<file path="src/rtl/pdm_sample_sequencer.sv">
// pdm_sample_sequencer: replays a small table of samples into the load port
// of a first-order PDM modulator. Each sample gets one single-cycle write
// strobe, and strobes are a programmable number of cycles apart.
//
// Optional build macro: PDM_SEQ_MUTE_EN. When it is defined, stopping
// playback issues one final zero sample, so the modulator output idles low.
//
// state   | meaning
// --------+---------------------------------------------------------------
// IDLE    | table may be loaded or cleared; start begins playback
// PLAY    | strobe one sample every hold_reg+1 cycles, wrapping at count
// MUTE    | (PDM_SEQ_MUTE_EN only) one cycle that writes a zero sample
module pdm_sample_sequencer #(
    parameter int DEPTH    = 4,
    parameter int SAMPLE_W = 5,
    parameter int HOLD_W   = 4,
    localparam int PTR_W   = $clog2(DEPTH),
    localparam int CNT_W   = PTR_W + 1
) (
    input  logic                clk_i,
    input  logic                reset_i,
    input  logic                load_i,
    input  logic [SAMPLE_W-1:0] load_data_i,
    input  logic                clear_i,
    input  logic                start_i,
    input  logic                stop_i,
    input  logic [HOLD_W-1:0]   hold_period_i,
    output logic [SAMPLE_W-1:0] pdm_input_o,
    output logic                write_en_o,
    output logic                busy_o,
    output logic                full_o,
    output logic [CNT_W-1:0]    count_o
);

    localparam logic [1:0] ST_IDLE = 2'd0;
    localparam logic [1:0] ST_PLAY = 2'd1;
`ifdef PDM_SEQ_MUTE_EN
    localparam logic [1:0] ST_MUTE = 2'd2;
`endif

    logic [1:0]          state_q,    state_d;
    logic [PTR_W-1:0]    rd_ptr_q,   rd_ptr_d;
    logic [PTR_W-1:0]    wr_ptr_q,   wr_ptr_d;
    logic [CNT_W-1:0]    count_q,    count_d;
    logic [HOLD_W-1:0]   hold_reg_q, hold_reg_d;
    logic [HOLD_W-1:0]   hold_cnt_q, hold_cnt_d;
    logic [SAMPLE_W-1:0] pdm_q,      pdm_d;
    logic                we_q,       we_d;
    logic                busy_q,     busy_d;
    logic                full_q,     full_d;

    logic [SAMPLE_W-1:0] slot_q [DEPTH];
    logic                tbl_we;
    logic [CNT_W-1:0]    rd_inc;
    logic [PTR_W-1:0]    rd_next;

    // Next playback index, wrapping at the number of loaded samples so unloaded slots are skipped.
    always_comb begin
        rd_inc  = {1'b0, rd_ptr_q} + CNT_W'(1);
        rd_next = (rd_inc == count_q) ? '0 : rd_inc[PTR_W-1:0];
    end

    // State transitions, table bookkeeping and the next values of the registered outputs.
    always_comb begin
        state_d    = state_q;
        rd_ptr_d   = rd_ptr_q;
        wr_ptr_d   = wr_ptr_q;
        count_d    = count_q;
        hold_reg_d = hold_reg_q;
        hold_cnt_d = hold_cnt_q;
        pdm_d      = pdm_q;
        we_d       = 1'b0;
        tbl_we     = 1'b0;

        case (state_q)
            ST_IDLE: begin
                // Clear wins over load, and load wins over start.
                if (clear_i) begin
                    count_d  = '0;
                    wr_ptr_d = '0;
                end else if (load_i) begin
                    if (count_q != CNT_W'(DEPTH)) begin
                        tbl_we   = 1'b1;
                        wr_ptr_d = wr_ptr_q + PTR_W'(1);
                        count_d  = count_q + CNT_W'(1);
                    end
                end else if (start_i && (count_q != '0)) begin
                    state_d    = ST_PLAY;
                    rd_ptr_d   = '0;
                    hold_reg_d = hold_period_i;
                    hold_cnt_d = hold_period_i;
                    we_d       = 1'b1;
                    pdm_d      = slot_q[0];
                end
            end
            ST_PLAY: begin
                // Stop wins over a strobe that is due in the same cycle.
                if (stop_i) begin
`ifdef PDM_SEQ_MUTE_EN
                    state_d = ST_MUTE;
                    we_d    = 1'b1;
                    pdm_d   = '0;
`else
                    state_d = ST_IDLE;
`endif
                end else if (hold_cnt_q == '0) begin
                    we_d       = 1'b1;
                    pdm_d      = slot_q[rd_next];
                    rd_ptr_d   = rd_next;
                    hold_cnt_d = hold_reg_q;
                end else begin
                    hold_cnt_d = hold_cnt_q - HOLD_W'(1);
                end
            end
`ifdef PDM_SEQ_MUTE_EN
            ST_MUTE: begin
                state_d = ST_IDLE;
            end
`endif
            default: begin
                state_d = ST_IDLE;
            end
        endcase

        busy_d = (state_d != ST_IDLE);
        full_d = (count_d == CNT_W'(DEPTH));
    end

    // Control and output registers; reset aborts playback at once.
    always_ff @(posedge clk_i or posedge reset_i) begin
        if (reset_i) begin
            state_q    <= ST_IDLE;
            rd_ptr_q   <= '0;
            wr_ptr_q   <= '0;
            count_q    <= '0;
            hold_reg_q <= '0;
            hold_cnt_q <= '0;
            pdm_q      <= '0;
            we_q       <= 1'b0;
            busy_q     <= 1'b0;
            full_q     <= 1'b0;
        end else begin
            state_q    <= state_d;
            rd_ptr_q   <= rd_ptr_d;
            wr_ptr_q   <= wr_ptr_d;
            count_q    <= count_d;
            hold_reg_q <= hold_reg_d;
            hold_cnt_q <= hold_cnt_d;
            pdm_q      <= pdm_d;
            we_q       <= we_d;
            busy_q     <= busy_d;
            full_q     <= full_d;
        end
    end

    // Sample table storage. It is not reset: clear only rewinds the write pointer.
    always_ff @(posedge clk_i) begin
        if (tbl_we) begin
            slot_q[wr_ptr_q] <= load_data_i;
        end
    end

    assign pdm_input_o = pdm_q;
    assign write_en_o  = we_q;
    assign busy_o      = busy_q;
    assign full_o      = full_q;
    assign count_o     = count_q;

endmodule

</file>
<file path="config.mk">
export PLATFORM = sky130hd
export DESIGN_NAME = pdm_sample_sequencer
export DESIGN_NICKNAME = d
export VERILOG_FILES = /design/src/rtl/pdm_sample_sequencer.sv
export SDC_FILE = /design/constraint.sdc
export NUM_CORES = 1
export LEC_CHECK = 0
export CAP_MARGIN = 15
export CORE_ASPECT_RATIO = 1.75
export CORE_MARGIN = 2
export CORE_UTILIZATION = 55
export CTS_CLUSTER_DIAMETER = 30
export DETAILED_ROUTE_END_ITERATION = 8
export PLACE_DENSITY = 0.83
export SLEW_MARGIN = 20
export SYNTH_ARGS = -nofsm -noshare
export SYNTH_HDL_FRONTEND = slang
export SYNTH_SLANG_ARGS = --single-unit
</file>
<file path="constraint.sdc">
create_clock -name clk_i -period 3.6 [get_ports clk_i]
set_clock_uncertainty 0.15 [all_clocks]
set_input_delay 0.72 -clock clk_i [delete_from_list [all_inputs] [get_ports clk_i]]
set_output_delay 0.72 -clock clk_i [all_outputs]
set_load 0.02 [all_outputs]
</file>
==> qor.csv, run 1 <==
metric;value;unit
Core Region;3830;sq um
Iteration-0 DRC Markers;34;
num ports;26;
via count;1472;
CTS Buffer Depth;2;
Resized Gates After CTS;0;
Worst path max stage delay;0.49;ns
worst r2r src;hold_cnt_q[0];
Worst Hold Class;register to register;
CP required;3.65;ns
largest net degree at the start of global routing;26;
syn_area_per_cell;11.8;sq um
leakage;1.06;nW
CP Launch Point;clear_i;
clk slew on worst S/H paths;0.09;ns
Post-DP HPWL;3.00;mm
Arr. time, crit path;2.70;ns
Setup WS post-layout;0.950;ns
Hold EP;pdm_input_o[3];
CP Cell Sequence;clkdlybuf4s50_1 > nor3_2 > o2111ai_1 > o21ai_1 > o21ai_0 > a22o_1;
Placed Area;2460;sq um
Critical Path Fanout Max;8;
Antenna Violating Nets Remaining;0;
Hold Path Depth;2;
H-tree levels;2;
Fill cells;318;
Vias per Instance;5.62;
grt ovf;0;
reg2reg end;pdm_input_o[4];
die height;87.3;um
Port Buffer Count;25;
min-delay src;pdm_input_o[3];
Pins Over Slew Limit;0;
CTS tree;built;
GP Congestion;0.739;
Max Cap Viol;0;
Setup crit start kind;input pin;
Setup TNS;0;ns
FP Rows;30;
fmax;377;MHz
CTS Hold Bufs;0;
status;finished clean;
CP top delay family;compound AO/OA/AOI/OAI gates;
Final nets;237;
cell area after layout;2550;sq um
Slew HR;0.368;
Worst-Margin Slew;0.947;ns
Mapped Area;2180;sq um
Peak VDD IR;0.000430;V
root buffer cell;clkbuf_8;
n_diodes;0;
Syn. warnings;0;
Reg2Reg Setup Slack;1.21;ns
vias in the first global route;1443;
Initial DRT Pass Iterations;4;
antenna violations before repair;0;
Syn-to-layout area delta;17.0;%
sequential area share after synthesis;0.563;
overall routing resource usage;0.205;
Num CTS Buffers;5;
drt wl/cell;15.2;um
RSZ-0062 raised after global routing;no;
r2r worst-path depth;8;
Power Dens Cells;555;nW/um^2
CP bufs+invs;1;
# setup viols final;0;
Total Wirelength;3.98;mm
Distinct cells, synth;42;
first-pass GRT wire length;6.73;mm
Worst path slowest cell;clkdlybuf4s50_1;
chip width;51.6;um
crit end category;register;
fin crit share;0.736;
clk sinks;45;
cells after synthesis;185;
number of setup buffers added after CTS;0;
# DRC;0;
final hold vios;0;
Setup CP Type;input pin to register;
worst skew pair latency;0.30;ns
share of layout cells above drive strength 1;0.150;
die area;4500;sq um
flops & latches, synth;45;
minimum clock period;2.65;ns
syn nets;209;
Initial Util;0.569;
DP Worst Slack;0.611;ns
[through the flow]
step            util  total power [mW]  hold WS (ns)  cells
6_report       0.666              1.41         0.351    262
4_1_cts        0.666              1.43         0.354    262
3_3_place_gp   0.642              1.09         0.328    254
2_1_floorplan      -             0.953         0.303    185
3_5_place_dp   0.642              1.10         0.334    254
5_1_grt        0.666              1.50         0.371    262
[worst min-delay path: stages, from the launching register on]
cell	delay (ns)
dfrtp_1	0.36
nand2_1	0.06
o211ai_2	0.05
[worst max path at each step]
stage,to,slack (ns),cells after the start
2_1_floorplan,pdm_input_o[0],1.34,10
3_3_place_gp,hold_cnt_q[0],0.65,6
3_5_place_dp,hold_cnt_q[0],0.61,6
4_1_cts,hold_cnt_q[0],0.94,6
5_1_grt,hold_cnt_q[0],0.75,6
6_report,hold_cnt_q[0],0.95,6
[placed cells by master (no fill, tap or decap), types with 2 or more instances in the layout]
master,count
ha_1,9
nor2_1,5
buf_4,2
clkdlybuf4s50_1,25
dfrtp_1,25
o2111ai_1,6
o21ai_2,4
o21ai_0,12
o211ai_2,5
inv_1,16
a31oi_1,3
nor2b_1,2
inv_6,2
nand3_1,2
o22ai_1,6
clkbuf_8,5
and3_1,4
a21oi_1,11
nand2_1,17
a211oi_1,2
mux2_2,9
edfxtp_1,20
xor2_1,2
[metal layers]
metal	wire length, um	GRT usage	vias up
met5	0	0	-
met4	91	0.0933	0
met3	119	0.0412	6
met2	2240	0.365	29
met1	1520	0.229	710
li1	-	-	727
[area by class of cell]
cell class	instances	area (sq um)	area share
flip-flops and latches	45	1230	0.481
well taps	48	60.1	0.0236
clock inverters	3	25.0	0.00981
multi-input cells	117	838	0.329
repair buffers	27	265	0.104
inverters	17	66.3	0.0260
clock buffers	5	68.8	0.0270
[state kept, by name, summed over array words and instances, names as in the netlist, 2 cells and up]
register and flops:
hold_cnt_q 4, state_q 2, wr_ptr_q 2, count_o 3, rd_ptr_q 2, pdm_input_o 5, slot_q 20, hold_reg_q 4
[synth_stat cells (all sizes together)]
| cell | count | share of area |
|---|---|---|
| edfxtp | 20 | 0.28 |
| xnor2 | 1 | 0.0040 |
| a22oi | 1 | 0.0034 |
| o22ai | 6 | 0.017 |
| a22o | 1 | 0.0040 |
| buf | 4 | 0.019 |
| conb | 1 | 0.0017 |
| and3 | 4 | 0.011 |
| inv | 17 | 0.030 |
| a41o | 1 | 0.0046 |
| nand2b | 1 | 0.0029 |
| and2 | 1 | 0.0040 |
| nor2 | 5 | 0.0086 |
| or3 | 1 | 0.0029 |
| or3b | 1 | 0.0052 |
| a21oi | 11 | 0.025 |
| a31oi | 3 | 0.0086 |
| o31ai | 1 | 0.0034 |
| o211ai | 6 | 0.032 |
| nand3 | 2 | 0.0046 |
| ha | 9 | 0.052 |
| mux2 | 9 | 0.046 |
| nor3 | 2 | 0.0069 |
| o2111ai | 6 | 0.024 |
| clkbuf | 2 | 0.0034 |
| mux2i | 1 | 0.0046 |
| xor2 | 2 | 0.0080 |
| nor3b | 1 | 0.0034 |
| nand2 | 17 | 0.029 |
| nor2b | 2 | 0.0057 |
| a211oi | 2 | 0.0069 |
| dfrtp | 25 | 0.29 |
| a21boi | 1 | 0.0034 |
| o31a | 1 | 0.0040 |
| o21ai | 17 | 0.046 |
[kinds of logic (layout without fill, tap and decap cells)]
family	count (synthesis)	in the layout	synth area share
flops	45	45	0.563
simple gates	37	37	0.0850
compound gates	57	57	0.183
xor+xnor	3	3	0.0121
fa+ha+maj	9	9	0.0517
buf+inv	23	52	0.0528
other cells	1	1	0.00172
mux	10	10	0.0511
[where the power goes]
part	total, mW	switching, mW	internal (mW)
registers	0.686	0.0670	0.619
logic	0.401	0.206	0.195
clock network	0.328	0.186	0.141
total	1.41	0.459	0.955
Note: power is estimated with default switching activity, not from simulation.
==> run 2: changes to the inputs <==
clock period = 2.5 ns   (was 3.6 ns; I/O delays follow)
==> run 2 against run 1 <==
Against the previous run: core utilization up 2.8 points; clock power up 93%; flip-flop and latch count unchanged; largest power group unchanged; hold slack better by 0.0022 ns; total power up 58%; critical path type is now register to register; setup slack worse by 0.82 ns.
==> qor.csv, run 2 (same netlist as run 1, synthesis figures left out) <==
metric;value;unit;change
root buffer cell;clkbuf_8;;
clk slew on worst S/H paths;0.08;ns;about the same
Max Cap Viol;0;;unchanged
Vias per Instance;5.72;;+1.7%
Resized Gates After CTS;0;;unchanged
Syn-to-layout area delta;21.9;%;
Arr. time, crit path;2.45;ns;-0.25 ns
Largest Register;slot_q;;
Peak VDD IR;0.000551;V;+28%
RSZ-0062 raised after global routing;no;;
total power;2.24;mW;+58%
final hold slack;0.354;ns;+0.00220 ns
Initial DRT Pass Iterations;4;;unchanged
overall routing resource usage;0.232;;+0.0273
GP Congestion;0.788;;+6.6%
CTS tree;built;;
Power Dens Cells;842;nW/um^2;+52%
die height;87.3;um;unchanged
Hold Path Depth;2;;unchanged
Setup WS post-layout;0.126;ns;-0.824 ns
status;finished clean;;
Iteration-0 DRC Markers;33;;-2.9%
crit end category;register;;
Critical Path Fanout Max;11;;+3
Setup crit start kind;register;;
grt ovf;0;;unchanged
largest net degree at the start of global routing;26;;unchanged
CTS Hold Bufs;0;;unchanged
antenna violations before repair;0;;unchanged
via count;1549;;+5.2%
clk sinks;45;;unchanged
FP Rows;30;;unchanged
# DRC;0;;unchanged
Antenna Violating Nets Remaining;0;;unchanged
r2r worst-path depth;8;;unchanged
Port Buffer Count;25;;unchanged
fmax;421;MHz;
n_diodes;0;;unchanged
H-tree levels;2;;unchanged
Initial Util;0.569;;unchanged
Worst Hold Class;register to register;;
Core Region;3830;sq um;unchanged
Setup TNS;0;ns;unchanged
leakage;1.12;nW;+6.2%
Total Wirelength;4.61;mm;+16%
chip width;51.6;um;unchanged
minimum clock period;2.37;ns;
Post-DP HPWL;3.48;mm;+16%
CTS Buffer Depth;2;;unchanged
DP Worst Slack;0.124;ns;-0.487 ns
# setup viols final;0;;unchanged
CP required;2.57;ns;-1.08 ns
die area;4500;sq um;unchanged
Final nets;246;;+3.8%
vias in the first global route;1606;;+11%
share of layout cells above drive strength 1;0.184;;+0.0343
final hold vios;0;;unchanged
first-pass GRT wire length;7.59;mm;+13%
Pins Over Slew Limit;0;;unchanged
number of setup buffers added after CTS;0;;unchanged
Setup CP Type;register to register;;
worst skew pair latency;0.30;ns;about the same
fin crit share;0.950;;
Fill cells;282;;-11%
most frequent cells in the layout;dfrtp_1 (25), clkdlybuf4s50_1 (25), edfxtp_1 (20);;
max FFs per register;20;;unchanged
Num CTS Buffers;5;;unchanged
drt wl/cell;17.0;um;+12%
num ports;26;;unchanged
-- run 2: cell count changes in the layout (fill, tap and decap cells not counted), sizes merged --
cell,before,now
inv,19,17
buf,2,11
clkinvlp,1,0
clkinv,0,1
bufinv,0,2
-- run 2: worst max-delay path, cell delays in order (launching register included) --
cell      delay [ns]
dfrtp_1         0.41
inv_1           0.13
ha_1            0.22
or3b_4          0.43
or3_1           0.34
and2_4          0.21
inv_4           0.12
o21ai_0         0.12
o211ai_2        0.17
-- run 2: final timing paths --
| path | from | to | slack [ns] |
|---|---|---|---|
| setup / recovery | hold_cnt_q[0] | pdm_input_o[4] | 0.13 |
| hold / removal | pdm_input_o[3] | pdm_input_o[3] | 0.35 |
| setup reg to reg | hold_cnt_q[0] | pdm_input_o[4] | 0.13 |
| hold reg to reg | pdm_input_o[3] | pdm_input_o[3] | 0.35 |
| max in group asynchronous | reset_i | hold_cnt_q[2] | 1.56 |
| min in group asynchronous | reset_i | count_o[2] | 0.40 |
-- run 2: layout make-up --
type | count | area (sq um) | share of cell area
sequential | 45 | 1230 | 0.461
inverter | 17 | 66.3 | 0.0250
clock buffer | 5 | 68.8 | 0.0259
multi-input combinational | 117 | 838 | 0.315
clock inverter | 3 | 65.1 | 0.0245
tap | 48 | 60.1 | 0.0226
timing repair buffer | 36 | 333 | 0.125
-- run 2: where the power goes --
group	total, mW	leakage, nW	switching (mW)	internal (mW)
Combinational	0.615	0.555	0.322	0.292
Sequential	0.989	0.501	0.0964	0.892
Clock	0.634	0.0681	0.238	0.397
-- run 2: per-stage QoR --
stage / util / instance area, sq um / std cells
floorplan: - / 2180 / 185
global placement: 0.659 / 2520 / 263
finish: 0.694 / 2660 / 271
detailed placement: 0.659 / 2520 / 263
global route: 0.694 / 2660 / 271
CTS: 0.694 / 2660 / 271
-- run 2: layer usage --
metal,vias to the layer above,routed length (um),GRT usage
met2,25,2690,0.435
met5,-,0,0
met4,0,92,0.0933
met1,768,1720,0.249
met3,8,105,0.0395
li1,748,-,-
==> run 3: changes to the inputs <==
CAP_MARGIN = not set   (was 15)
CELL_PAD_IN_SITES_DETAIL_PLACEMENT = 0   (was not set)
CELL_PAD_IN_SITES_GLOBAL_PLACEMENT = 1   (was not set)
CORE_UTILIZATION = 44   (was 55)
PLACE_DENSITY = 0.82   (was 0.83)
==> run 3 against run 2 <==
Against the previous run: final area is 0.28% higher; clock-buffer cell count stayed put; die area is 23% higher; setup slack better by 0.057 ns; via count is 2.4% higher; sequential power hardly changed; clock power hardly changed; final cell count is 1.5% higher; critical endpoint unchanged; highest routed layer unchanged; maximum frequency is 2.5% higher; wire length is 1.7% higher; total power is 0.41% higher; sequential share of layout area is 0.13 points lower.
==> qor.csv, run 3 (same netlist as run 1, synthesis figures left out) <==
metric;value;unit;change
status;finished clean;;
GR Util met1;0.199;;-0.0505
CP Cell Sequence;inv_2 > ha_2 > or3b_4 > or3_1 > and2_4 > inv_4 > o21ai_0 > o211ai_2;;
Num CTS Buffers;5;;unchanged
Fill cells;395;;+40%
minimum clock period;2.32;ns;-0.0570 ns
CP required;2.57;ns;about the same
CP top delay family;simple AND/OR/NAND/NOR gates;;
Worst path slowest cell;dfrtp_1;;
largest net degree at the start of global routing;26;;unchanged
CP Launch Point;hold_cnt_q[0];;
die area;5550;sq um;+23%
Power Dens Cells;843;nW/um^2;+0.13%
fin crit share;0.927;;-0.0228
Worst Hold Class;register to register;;
crit end category;register;;
CTS Buffer Depth;2;;unchanged
Seq pwr share;0.441;;about the same
fmax;432;MHz;+2.5%
worst r2r src;hold_cnt_q[0];;
vias in the first global route;1680;;+4.6%
Arr. time, crit path;2.38;ns;-0.07 ns
switching share of power;0.294;;+0.000801
RSZ-0062 raised after global routing;no;;
chip width;57.2;um;+11%
worst skew pair latency;0.29;ns;about the same
Largest Register;slot_q;;
Peak VDD IR;0.000605;V;+9.9%
Slew HR;0.637;;
Core Region;4750;sq um;+24%
total power;2.25;mW;+0.41%
Syn-to-layout area delta;22.3;%;
antenna violations before repair;0;;unchanged
CTS Hold Bufs;0;;unchanged
Initial DRT Pass Iterations;4;;unchanged
Pins Over Slew Limit;0;;unchanged
root buffer cell;clkbuf_8;;
Initial Util;0.459;;-0.110
# DRC;0;;unchanged
share of layout cells above drive strength 1;0.197;;+0.0135
Post-DP HPWL;3.59;mm;+3.4%
routing usage on met3;0.0360;;-0.00357
GP Congestion;0.877;;+11%
Total Wirelength;4.69;mm;+1.7%
Worst-Margin Slew;0.544;ns;
clk slew on worst S/H paths;0.08;ns;about the same
max FFs per register;20;;unchanged
H-tree levels;2;;unchanged
CP bufs+invs;2;;unchanged
die height;97.1;um;+11%
Resized Gates After CTS;0;;unchanged
num ports;26;;unchanged
Setup TNS;0;ns;unchanged
Worst path max stage delay;0.41;ns;-0.02 ns
grt ovf;0;;unchanged
final hold slack;0.359;ns;+0.00531 ns
Comb power frac;0.278;;+0.003
Critical Path Fanout Max;11;;unchanged
# setup viols final;0;;unchanged
Clock power frac;0.281;;-0.002
number of setup buffers added after CTS;0;;unchanged
min-delay src;pdm_input_o[3];;
first-pass GRT wire length;7.94;mm;+4.6%
drt wl/cell;17.0;um;+0.26%
Port Buffer Count;25;;unchanged
final hold vios;0;;unchanged
clk sinks;45;;unchanged
gr busiest metal;met2;;
Vias per Instance;5.77;;+0.90%
Antenna Violating Nets Remaining;0;;unchanged
n_diodes;0;;unchanged
leakage;1.12;nW;-0.29%
CTS tree;built;;
switching power;661;uW;+0.69%
FP Rows;33;;+10%
Setup crit start kind;register;;
Setup CP Type;register to register;;
M2 GR Usage;0.333;;-0.101
via count;1586;;+2.4%
Final nets;246;;unchanged
Iteration-0 DRC Markers;88;;+170%
internal power;1.59;mW;+0.30%
most frequent cells in the layout;dfrtp_1 (25), clkdlybuf4s50_1 (25), edfxtp_1 (20);;
overall routing resource usage;0.184;;-0.0478
Max Cap Viol;0;;unchanged
run 3: worst register-to-register path: stages (launching register included):
cell      delay (ns)
dfrtp_1         0.41
inv_2           0.10
ha_2            0.20
or3b_4          0.41
or3_1           0.34
and2_4          0.21
inv_4           0.13
o21ai_0         0.13
o211ai_2        0.17
run 3: area by class of cell:
| type | count | area [sq um] | area share |
|---|---|---|---|
| clock buffer | 5 | 68.8 | 0.0258 |
| clock inverter | 3 | 65.1 | 0.0244 |
| inverter | 17 | 66.3 | 0.0249 |
| multi-input combinational | 117 | 841 | 0.315 |
| sequential | 45 | 1230 | 0.460 |
| tap | 52 | 65.1 | 0.0244 |
| timing repair buffer | 36 | 333 | 0.125 |
run 3: path summary, 6_finish.rpt:
| path | to | slack, ns | depth (start not counted) |
|---|---|---|---|
| setup / recovery | pdm_input_o[4] | 0.18 | 8 |
| setup reg to reg | pdm_input_o[4] | 0.18 | 8 |
| hold / removal | pdm_input_o[3] | 0.36 | 2 |
| max in group asynchronous | pdm_input_o[0] | 1.54 | 3 |
| hold reg to reg | pdm_input_o[3] | 0.36 | 2 |
| min in group asynchronous | state_q[1] | 0.41 | 3 |
run 3: per-stage QoR:
| stage | instances | utilization | instance area [sq um] | worst slack [ns] |
|---|---|---|---|---|
| 5_1_grt | 275 | 0.561 | 2670 | 0.0239 |
| 3_3_place_gp | 267 | 0.533 | 2530 | 0.213 |
| 4_1_cts | 275 | 0.561 | 2660 | 0.130 |
| 3_5_place_dp | 267 | 0.533 | 2530 | 0.159 |
| 6_report | 275 | 0.561 | 2670 | 0.183 |
| 2_1_floorplan | 185 | - | 2180 | 0.240 |
run 3: layer usage:
metal | wire (um) | share of wire
met5 | 0 | 0
met4 | 185 | 0.039
met3 | 191 | 0.041
met2 | 2640 | 0.56
met1 | 1670 | 0.36
run 3: power groups by stage:
stage	Clock, mW	Combinational (mW)	Sequential, mW
2_1_floorplan	0	0.342	1.03
3_3_place_gp	0	0.586	0.995
3_5_place_dp	0	0.617	1.01
4_1_cts	0.641	0.621	0.990
5_1_grt	0.673	0.697	1.01
6_report	0.631	0.624	0.991
